--- src/rtl/mcdf_pkg.sv ---
// Shared MCDF definitions: data width, formatter FSM encoding and the
// pkglen_sel to packet-length decode used by several blocks.
package mcdf_pkg;

  localparam int DATA_W  = 32;
  localparam int MAX_LEN = 32;

  typedef enum logic [2:0] {
    IDLE,
    REQ_ID,
    RECV,
    SEND_REQ,
    SEND
  } fmt_state_e;

  // Codes 4..7 are reserved and fall back to the largest packet.
  function automatic logic [5:0] pkglen_decode(input logic [2:0] sel);
    case (sel)
      3'd0:    return 6'd4;
      3'd1:    return 6'd8;
      3'd2:    return 6'd16;
      default: return 6'd32;
    endcase
  endfunction

endpackage

--- src/rtl/fmt_buffer.sv ---
// Packet word buffer for the formatter: one synchronous write port and one
// registered read port; the array itself carries no reset.
module fmt_buffer #(
  parameter int DW    = 32,
  parameter int DEPTH = 32,
  parameter int AW    = $clog2(DEPTH)
) (
  input  logic          clk_i,
  input  logic          rst_i,
  input  logic          we_i,
  input  logic [AW-1:0] waddr_i,
  input  logic [DW-1:0] wdata_i,
  input  logic          re_i,
  input  logic [AW-1:0] raddr_i,
  output logic [DW-1:0] rdata_o
);

  logic [DW-1:0] mem_q [DEPTH];
  logic [DW-1:0] rdata_q, rdata_d;

  always_ff @(posedge clk_i) begin
    if (we_i) mem_q[waddr_i] <= wdata_i;
  end

  // Read data only moves on a read, so the output word holds between packets.
  always_comb begin
    rdata_d = rdata_q;
    if (re_i) rdata_d = mem_q[raddr_i];
  end

  always_ff @(posedge clk_i or posedge rst_i) begin
    if (rst_i) rdata_q <= '0;
    else       rdata_q <= rdata_d;
  end

  assign rdata_o = rdata_q;

endmodule

--- src/rtl/formatter.sv ---
// MCDF packet formatter: fetches one packet from the arbiter into a local
// buffer, then requests the output bus and streams it with start/end framing.
module formatter #(
  parameter int DATA_W  = mcdf_pkg::DATA_W,
  parameter int MAX_LEN = mcdf_pkg::MAX_LEN
) (
  input  logic              clk_i,
  input  logic              rst_i,
  output logic              f2a_id_req_o,
  output logic              f2a_ack_o,
  input  logic              a2f_val_i,
  input  logic [1:0]        a2f_id_i,
  input  logic [DATA_W-1:0] a2f_data_i,
  input  logic [2:0]        a2f_pkglen_sel_i,
  output logic              fmt_req_o,
  input  logic              fmt_grant_i,
  output logic [1:0]        fmt_chid_o,
  output logic [5:0]        fmt_length_o,
  output logic [DATA_W-1:0] fmt_data_o,
  output logic              fmt_start_o,
  output logic              fmt_end_o
);
  import mcdf_pkg::*;

  localparam int AW = $clog2(MAX_LEN);

  fmt_state_e    state_q, state_d;
  logic [5:0]    count_q, count_d;
  logic [5:0]    len_q, len_d;
  logic [AW-1:0] rd_idx_q, rd_idx_d;
  logic [1:0]    chid_q, chid_d;
  logic          start_q, start_d;
  logic          end_q, end_d;

  logic          buf_we;
  logic [AW-1:0] buf_waddr;
  logic          buf_re;
  logic [AW-1:0] buf_raddr;

  assign f2a_ack_o = a2f_val_i && (state_q == REQ_ID || state_q == RECV);

  always_comb begin
    state_d   = state_q;
    count_d   = count_q;
    len_d     = len_q;
    rd_idx_d  = rd_idx_q;
    chid_d    = chid_q;
    start_d   = 1'b0;
    end_d     = 1'b0;
    buf_we    = 1'b0;
    buf_waddr = count_q[AW-1:0];
    buf_re    = 1'b0;
    buf_raddr = '0;
    case (state_q)
      IDLE: state_d = REQ_ID;
      REQ_ID: begin
        if (a2f_val_i) begin
          buf_we    = 1'b1;
          buf_waddr = '0;
          chid_d    = a2f_id_i;
          len_d     = pkglen_decode(a2f_pkglen_sel_i);
          count_d   = 6'd1;
          state_d   = RECV;
        end
      end
      RECV: begin
        if (a2f_val_i) begin
          buf_we  = 1'b1;
          count_d = count_q + 6'd1;
          if (count_d == len_q) state_d = SEND_REQ;
        end
      end
      SEND_REQ: begin
        // Prefetch word 0 on the grant edge so it is on the bus the next cycle.
        if (fmt_grant_i) begin
          buf_re    = 1'b1;
          buf_raddr = '0;
          rd_idx_d  = '0;
          start_d   = 1'b1;
          end_d     = (len_q == 6'd1);
          state_d   = SEND;
        end
      end
      SEND: begin
        if ({1'b0, rd_idx_q} == len_q - 6'd1) begin
          rd_idx_d = '0;
          state_d  = REQ_ID;
        end else begin
          rd_idx_d  = rd_idx_q + 1'b1;
          buf_re    = 1'b1;
          buf_raddr = rd_idx_d;
          end_d     = ({1'b0, rd_idx_d} == len_q - 6'd1);
        end
      end
      default: state_d = IDLE;
    endcase
  end

  always_ff @(posedge clk_i or posedge rst_i) begin
    if (rst_i) begin
      state_q  <= IDLE;
      count_q  <= '0;
      len_q    <= '0;
      rd_idx_q <= '0;
      chid_q   <= '0;
      start_q  <= 1'b0;
      end_q    <= 1'b0;
    end else begin
      state_q  <= state_d;
      count_q  <= count_d;
      len_q    <= len_d;
      rd_idx_q <= rd_idx_d;
      chid_q   <= chid_d;
      start_q  <= start_d;
      end_q    <= end_d;
    end
  end

  fmt_buffer #(
    .DW    (DATA_W),
    .DEPTH (MAX_LEN),
    .AW    (AW)
  ) u_buffer (
    .clk_i   (clk_i),
    .rst_i   (rst_i),
    .we_i    (buf_we),
    .waddr_i (buf_waddr),
    .wdata_i (a2f_data_i),
    .re_i    (buf_re),
    .raddr_i (buf_raddr),
    .rdata_o (fmt_data_o)
  );

  assign f2a_id_req_o = (state_q == REQ_ID);
  assign fmt_req_o    = (state_q == SEND_REQ);
  assign fmt_chid_o   = chid_q;
  assign fmt_length_o = len_q;
  assign fmt_start_o  = start_q;
  assign fmt_end_o    = end_q;

endmodule
--- config.mk ---
export PLATFORM = sky130hd
export DESIGN_NAME = formatter
export DESIGN_NICKNAME = d
export VERILOG_FILES = /design/src/rtl/mcdf_pkg.sv /design/src/rtl/fmt_buffer.sv /design/src/rtl/formatter.sv
export SDC_FILE = /design/constraint.sdc
export NUM_CORES = 1
export LEC_CHECK = 0
export CORE_MARGIN = 2
export CORE_UTILIZATION = 60
export CTS_CLUSTER_DIAMETER = 120
export DETAILED_ROUTE_END_ITERATION = 16
export PLACE_DENSITY = 0.78
export SYNTH_ARGS = -nofsm -noshare
export SYNTH_HDL_FRONTEND = slang
export SYNTH_HIERARCHICAL = 1
export SYNTH_SLANG_ARGS = --single-unit
--- constraint.sdc ---
create_clock -name clk_i -period 4.1 [get_ports clk_i]
set_input_delay 0.82 -clock clk_i [delete_from_list [all_inputs] [get_ports clk_i]]
set_output_delay 0.82 -clock clk_i [all_outputs]
set_load 0.05 [all_outputs]
Yosys cells after proc, flatten, opt, wreduce, memory -nomap -nowiden
Memory sizes are Yosys's and may differ from the RTL's. A register that Yosys moved wholly into a read port is not among the register bits.
Index checks and enable logic that the tools add are counted.
Operators by class
  $add $sub $neg: 3
  equality and inequality tests: 15
  multiplexer cells: 27
  reductions and logical operators: 11
Operators with widths (number)
  5-bit two-way mux: 5
  6-bit case mux with 3 select lines: 1
  3-bit two-way mux: 5
  3-bit case mux with 5 select lines: 1
  5-bit by 6-bit equality test with 1-bit output: 2
  6-bit two-way mux: 2
  6-bit case mux with 2 select lines: 1
  5-bit case mux with 2 select lines: 1
  3-bit by 2-bit equality test with 1-bit output (second input constant): 3
  1-bit two-way mux: 9
  6-bit by 1-bit adder with 6-bit output (second input constant): 1
  3-bit by 1-bit equality test with 1-bit output (second input constant): 2
  6-bit by 1-bit equality test with 1-bit output (second input constant): 1
  6-bit equality test: 1
  3-bit zero test: 2
  2-bit by 1-bit != test with 1-bit output (second input constant): 3
  6-bit by 1-bit subtractor with 6-bit output (second input constant): 1
  5-bit by 1-bit adder with 5-bit output (second input constant): 1
  5-bit AND reduction: 1
  2-bit != test (second input constant): 2
  1-bit case mux with 2 select lines: 2
  2-bit AND reduction: 2
  2-bit nonzero test: 2
  3-bit equality test (second input constant): 1
  4 further kinds: 4
Storage, ports and cells
  bits in registers: 24
  bits in writable memories: 1024
  output and inout port bits: 45
  word-level logic and storage cells: 64
  memories kept: 1
Memories
  u_buffer.mem_q: depth 32, width 32, rd ports 1, clocked after memory_dff 1, wr ports 1, line fmt_buffer.sv:18  | logic [DW-1:0] mem_q [DEPTH];

Logic depth before layout (Yosys ltp)
Gate-level depths: netlist (run 1).
  depth after elaboration: 5
  mapped depth: 15

By module
The synthesis (run 1) kept the hierarchy.
By module, submodules not included
  fmt_buffer: times used 1, cells an instance 2201, area each 40914.2 µm², seq. area each 31550.3 µm²
  formatter: times used 1, cells an instance 160, area each 1447.6 µm², seq. area each 550.5 µm²

Least setup slack after synthesis (run 1)
No wires, ideal clock.
  path kind: input to register
  from: input a2f_val_i
  to: memory u_buffer.mem_q[28][0], enable pin
  data arrival time: 3.410 ns
  slack: 0.269 ns
  cell stages on the path: 5
  path through: nand3b_1 > inv_1 > or3b_2 > clkbuf_1 > nor2_1
Between the ends
  longest elaborated chain between the ends: 4
  elaborated cells on any way between the ends: 6
Ends and longest elaborated chain
  start: declaration: line formatter.sv:11  | input logic a2f_val_i,
  1-bit two-way mux: line formatter.sv:57, formatter.sv:67
  1-bit two-way mux
  1-bit two-way mux: line fmt_buffer.sv:22  | if (we_i) mem_q[waddr_i] <= wdata_i;
  1-bit two-way mux (implied by the code): line fmt_buffer.sv:22
  end: declaration: line fmt_buffer.sv:18
Several ways; a longest one is shown, not always the timed one.

Worst setup path after layout (run 1)
  from: register len_q[3] (netlist: fmt_length_o[3])
  to: register u_buffer.rdata_q[15] (netlist: u_buffer/rdata_o[15]), read port of u_buffer.mem_q
Between the ends
  longest elaborated chain between the ends: 4
  elaborated cells on any way between the ends: 6
Ends and longest elaborated chain
  start: declaration: line formatter.sv:29  | logic [5:0] len_q, len_d;
  start signal: assignment: line formatter.sv:111  | len_q <= len_d;
  6-bit by 1-bit subtractor with 6-bit output: line formatter.sv:85  | if ({1'b0, rd_idx_q} == len_q - 6'd1) begin
  5-bit by 6-bit equality test with 1-bit output: line formatter.sv:85
  5-bit two-way mux: line formatter.sv:85
  5-bit two-way mux
  named net buf_raddr[0]: line formatter.sv:38  | logic [AW-1:0] buf_raddr;
  end: declaration: line fmt_buffer.sv:19  | logic [DW-1:0] rdata_q, rdata_d;
The timed path passes the listed nets, and every way through them passes these cells.
A chain may end at the register's enable or synchronous reset.

==> summary.txt, run 1 <==
Status -> finished, final reports clean
Critical path class -> flop to flop
Place WS -> 215 ps
# hold bufs at CTS -> 0
Core area -> 0.0699 mm^2
DIE AREA -> 0.0727 mm^2
Initial DRC Count -> 2900
LEAKAGE -> 14.8 nW
Fraction of the mapped netlist area in compound gates -> 6.55%
Vias -> 23.2k
RSZ-0062 raised after global routing -> no
Clk sinks -> 1078
Most common cell after layout, fill and taps aside -> edfxtp_1
Worst min path class -> flop to flop
Slew headroom -> 24.6%
CP Max Fanout -> 41
Die Height -> 270 um
Top_reg_cell synth -> edfxtp_1
Share of the synthesized area in the top cell type -> 72.6%
Initial Util -> 60.6%
DP Wirelength -> 54.5 mm
Initial antenna violation count -> 2
Register area share after synthesis -> 75.8%
Synthesis-stage register bit count -> 1078
Register area -> 0.0321 mm^2
Pin count of the biggest net entering global routing -> 71
Worst reg2reg setup slack -> 240 ps
TritonCTS buffer count -> 103
P&R area growth vs syn -> 15.3%
Sw frac -> 26.5%
Fin crit period -> 3860 ps
Layout Skew -> 43.0 ps
Reg clk slew, reported paths -> 60 ps
Mapped Cells -> 2361
Worst endpoint data arrival time -> 4480 ps
Slew @ Worst Pin -> 1130 ps
Setup ws final -> 239 ps
Period utilisation layout -> 94.2%
H-tree depth -> 3
Slew Viols, Final -> 0
Clk Tree Root Cell -> clkbuf_16
PortBufs -> 83
Routed WL -> 102 mm
Most frequent cells in the layout -> edfxtp_1, mux2i_1, a22oi_1
Sequential fraction of design power -> 47.0%
Achievable clock frequency -> 259 MHz
Crit path launch -> fmt_length_o[3]
Critical Path End Type -> flop
GPL Wtd Cong -> 0.811
Post-synthesis xor/xnor area fraction -> 0.443%
Clock power frac -> 36.1%
Max_cap viols -> 0
Num ports -> 86
Psw -> 7.29 mW
Power per Cell Area -> 564 mW/mm^2
Main combinational cell family by area after synthesis -> multiplexers
Fill cells -> 4223
Total Nets Final -> 2574
GRT Util Overall -> 27.8%
Vias/cell -> 6.51
Number of global-route vias before repair -> 23.4k
Startpoint Class -> flop
Total congestion overflow -> 0
Mux share of post-synthesis cell area -> 12.9%
Yosys cell types -> 53
Clk buf depth -> 3
Share of cells above drive strength 1 -> 14.1%
Syn Area/Cell -> 17.9 um^2
Final hold viol count -> 0
FP Rows -> 97
Post-synth top area cell -> edfxtp_1
WP data required -> 4720 ps
Clock tree from TritonCTS -> yes
Pre-antenna DRT Iters -> 7
Top post-synthesis cells by area -> edfxtp_1, mux2i_1, a22oi_1
First-pass GRT wire length -> 149 mm
Drt wl/cell -> 28.7 um
Number of routed nets with antenna violations -> 0
Reg2Reg Launch Point -> fmt_length_o[3]
Min Hold Slack -> 490 ps
Adder-cell share of the synthesized area -> 0.118%
Post-synth EDFFs -> 1024
Hold Path Origin -> count_q[5]
Footprint of the multi-input gates -> 0.00961 mm^2
Die W -> 270 um
DRC errors left -> 0
Pint -> 20.2 mW
Combinational power share -> 16.9%
Latest clock arrival within the worst-skew pair -> 690 ps
Max VDD drop -> 358 uV
Final setup TNS -> 0 ps
Asr flop ratio synth -> 5.01%
Synthesis Warnings -> 6
Synth Cell Area -> 0.0424 mm^2
Simple logic cell fraction of the synthesized area -> 1.92%
Final setup vio count -> 0
==> routing by layer <==
metal  vias up  routed length, um  GRT usage, %
met5         -                  0             0
met4         0               3840          11.7
met3       240               8980          4.20
met2      1231              50700          46.5
met1     11900              38600          36.8
li1       9820                  -             -
==> metrics by stage <==
| stage | power [mW] | area, um^2 | util [%] | instances |
|---|---|---|---|---|
| detailed placement | 17.7 | 45200 | 64.7 | 3362 |
| CTS | 27.6 | 48800 | 69.8 | 3556 |
| global route | 28.3 | 48800 | 69.9 | 3560 |
| floorplan | 16.2 | 42400 | - | 2362 |
| finish | 27.5 | 48800 | 69.9 | 3560 |
| global placement | 17.6 | 45200 | 64.7 | 3362 |
==> synthesized netlist by cell type (5+ instances only) <==
cell type,n
mux2_2,32
mux2i_1,512
nand3b_1,7
nor2b_1,5
and2_1,7
buf_4,24
buf_2,16
xor2_1,6
nor4_1,34
nand3_1,8
buf_6,30
edfxtp_1,1024
dfrtp_1,54
clkbuf_1,55
xnor2_1,10
buf_1,10
nand2_1,22
inv_1,7
nor2_1,47
a22oi_1,257
a21oi_1,133
o21ai_0,10
==> registers in the layout, summed over array words and instances, names as in the netlist <==
signal            cells
u_buffer/rdata_o     32
fmt_end_o             1
fmt_chid_o            2
fmt_start_o           1
rd_idx_q              5
count_q               6
fmt_length_o          4
u_buffer/mem_q     1024
state_q               3
==> path summary, 6_finish.rpt <==
kind | to | depth (start not counted)
min | count_q[5] | 1
max | u_buffer/rdata_o[15] | 15
min reg2reg | count_q[5] | 1
max in group asynchronous | u_buffer/rdata_o[19] | 3
min in group asynchronous | state_q[1] | 2
max reg2reg | u_buffer/rdata_o[15] | 15
==> worst max-delay path, stage by stage (launching register included) <==
cell and delay (ps):
dfrtp_1 410, inv_1 90, ha_1 290, xnor2_1 170, or3_4 400, o31ai_4 350, buf_4 250, nor2_4 60
buf_12 200, buf_12 250, mux2i_1 160, a22oi_1 290, a21oi_1 120, nor4_1 420, buf_4 180, mux2_2 140
==> repair_timing <==
| item | CTS | global route |
|---|---|---|
| hold endpoints to repair | 0 | 0 |
| gates resized for setup | 0 | 1 |
| setup buffers | 0 | 2 |
| setup endpoints to repair | 0 | 5 |
==> power by group through the flow <==
| stage | Sequential, mW | Clock, mW | Combinational (mW) |
|---|---|---|---|
| 2_1_floorplan | 13.7 | 0 | 2.49 |
| 3_3_place_gp | 13.1 | 0 | 4.47 |
| 5_1_grt | 13.0 | 10.5 | 4.87 |
| 6_report | 12.9 | 9.93 | 4.65 |
| 3_5_place_dp | 13.2 | 0 | 4.57 |
| 4_1_cts | 12.9 | 10.0 | 4.63 |
==> kinds of logic (layout without fill, tap and decap cells) <==
group,after synthesis,after routing
flops,1078,1078
mux,544,544
compound gates,416,416
simple gates,151,151
buf+inv,149,405
xor+xnor,18,18
fa+ha+maj,4,4
other cells,1,4
==> layout make-up <==
type	count	area share [%]
Clock buffer	131	5.62
Inverter	8	0.0615
Timing Repair Buffer	203	4.72
Tap cell	940	2.41
Clock inverter	63	1.78
Antenna cell	2	0.0102
Multi-Input combinational cell	1135	19.7
Sequential cell	1078	65.7
(Power assumes the default switching activity.)
==> run 2, diff against run 1 <==
==> constraint.sdc (replaced) <==
create_clock -name clk_i -period 4.1 [get_ports clk_i]
set_input_delay 1.23 -clock clk_i [delete_from_list [all_inputs] [get_ports clk_i]]
set_output_delay 1.23 -clock clk_i [all_outputs]
set_load 0.05 [all_outputs]
==> summary.txt, run 2 (same netlist as run 1, synthesis figures left out) <==
Pint -> 20.0 mW
H-tree depth -> 3
Post-place instance area -> 0.0458 mm^2
Pre-antenna DRT Iters -> 5
DIE AREA -> 0.0727 mm^2
Largest register by flop count -> u_buffer/mem_q
CP Max Fanout -> 29
WP data required -> 4710 ps
Final setup TNS -> 0 ps
Share of cells above drive strength 1 -> 15.3%
Max VDD drop -> 625 uV
Status -> finished, final reports clean
Slew headroom -> 18.0%
Clk Tree Root Cell -> clkbuf_16
Postcts setup bufs -> 0
Final hold viol count -> 0
Critical Path End Type -> flop
Max FFs per register -> 1024
Clock tree from TritonCTS -> yes
Period utilisation layout -> 96.3%
GPL Wtd Cong -> 0.839
Die Height -> 270 um
Startpoint Class -> flop
Initial Util -> 60.6%
Most common cell after layout, fill and taps aside -> edfxtp_1
First-pass GRT wire length -> 152 mm
GRT Util Overall -> 28.3%
FP Rows -> 97
Latest clock arrival within the worst-skew pair -> 680 ps
Most frequent cells in the layout -> edfxtp_1, mux2i_1, a22oi_1
Layout Skew -> 41.0 ps
Final setup vio count -> 0
Combinational power share -> 17.9%
Worst reg2reg setup slack -> 150 ps
LEAKAGE -> 15.0 nW
Clk sinks -> 1078
Capture point of the critical path -> u_buffer/rdata_o[4]
Pin count of the biggest net entering global routing -> 61
Sequential fraction of design power -> 47.3%
Achievable clock frequency -> 253 MHz
Clk buf depth -> 3
PortBufs -> 83
Drt wl/cell -> 28.6 um
DRC errors left -> 0
Slew Viols, Final -> 0
Total Nets Final -> 2612
Post_cts resized -> 0
Core area -> 0.0699 mm^2
Die W -> 270 um
Num ports -> 86
# hold bufs at CTS -> 0
Reg clk slew, reported paths -> 60 ps
Clock power frac -> 34.8%
Max_cap viols -> 0
DP Wirelength -> 59.3 mm
Vias/cell -> 6.51
Psw -> 7.30 mW
Sw frac -> 26.8%
Power per Cell Area -> 555 mW/mm^2
Total congestion overflow -> 0
Initial antenna violation count -> 2
Worst min path class -> flop to flop
Reg2Reg Launch Point -> fmt_length_o[3]
Routed WL -> 103 mm
Critical path class -> flop to flop
Worst reg2reg endpoint -> u_buffer/rdata_o[4]
Number of global-route vias before repair -> 23.6k
Number of routed nets with antenna violations -> 0
Crit path launch -> fmt_length_o[3]
P&R area growth vs syn -> 16.1%
RSZ-0062 raised after global routing -> no
Reg2Reg Depth -> 13
Fin crit period -> 3950 ps
Vias -> 23.4k
Initial DRC Count -> 3064
Worst endpoint data arrival time -> 4560 ps
Slew @ Worst Pin -> 1230 ps
Design Area, Final -> 0.0492 mm^2
TritonCTS buffer count -> 102
run 2: cell types whose count changed in the layout (fill, tap and decap cells not counted), sizes merged, moves of 2 or more:
cell / before / now
clkbuf: 131 / 127
buf: 120 / 160
inv: 10 / 8
clkinvlp: 12 / 7
clkinv: 32 / 45
bufinv: 17 / 10
run 2: through the flow:
stage               util [%]  worst slack, ps  power (mW)  hold slack (ps)  cells
floorplan                  -             -141        16.2              457   2362
global placement        65.5              145        17.8              462   3403
detailed placement      65.5             90.8        18.0              472   3403
CTS                     70.3             52.5        27.3              492   3592
global route            70.3             15.1        28.1              516   3594
finish                  70.3              150        27.3              485   3594
run 2: final cells by class:
| cell class | instances | area (um^2) |
|---|---|---|
| Tap cell | 940 | 1180 |
| Sequential cell | 1078 | 32100 |
| Clock inverter | 62 | 599 |
| Clock buffer | 127 | 2800 |
| Multi-Input combinational cell | 1135 | 9610 |
| Antenna cell | 2 | 5.00 |
| Fill cell | 4226 | 20700 |
| Timing Repair Buffer | 242 | 2850 |
| Inverter | 8 | 30.0 |
run 2: how the worst min path moves through the flow:
| stage | slack, ps | endpoint | cells past startpoint | startpoint |
|---|---|---|---|---|
| 6_report | 480 | fmt_chid_o[1] | 2 | fmt_chid_o[1] |
| 5_1_grt | 520 | fmt_chid_o[1] | 2 | fmt_chid_o[1] |
| 4_1_cts | 490 | fmt_chid_o[1] | 2 | fmt_chid_o[1] |
| 3_5_place_dp | 470 | fmt_chid_o[1] | 2 | fmt_chid_o[1] |
| 3_3_place_gp | 460 | fmt_chid_o[0] | 2 | fmt_chid_o[0] |
| 2_1_floorplan | 460 | count_q[5] | 1 | count_q[5] |
run 2: per-layer routing:
layer | up-vias | share of wire [%] | routed length [um] | GRT usage, %
met5 | - | 0 | 0 | 0
met4 | 0 | 3.9 | 4040 | 11.2
met3 | 213 | 9.3 | 9590 | 4.10
met2 | 1379 | 49 | 50600 | 46.8
met1 | 11900 | 38 | 38500 | 38.4
li1 | 9879 | - | - | -
run 2: worst max-delay path, cell delays in order, from the launching register on:
cell and delay (ps):
dfrtp_1 420, inv_1 70, ha_1 290, xnor2_1 180, or3_4 410, o31ai_4 450
nor2_1 250, and2_4 360, buf_12 240, buf_4 180, a22oi_1 180, a21oi_1 120
nor4_1 480, mux2_2 250
run 2: power by group through the flow:
stage,combinational (mW),clock [mW],sequential [mW]
global route,5.12,10.0,12.9
CTS,4.87,9.56,12.9
detailed placement,4.83,0,13.1
finish,4.89,9.49,12.9
global placement,4.72,0,13.1
floorplan,2.49,0,13.7
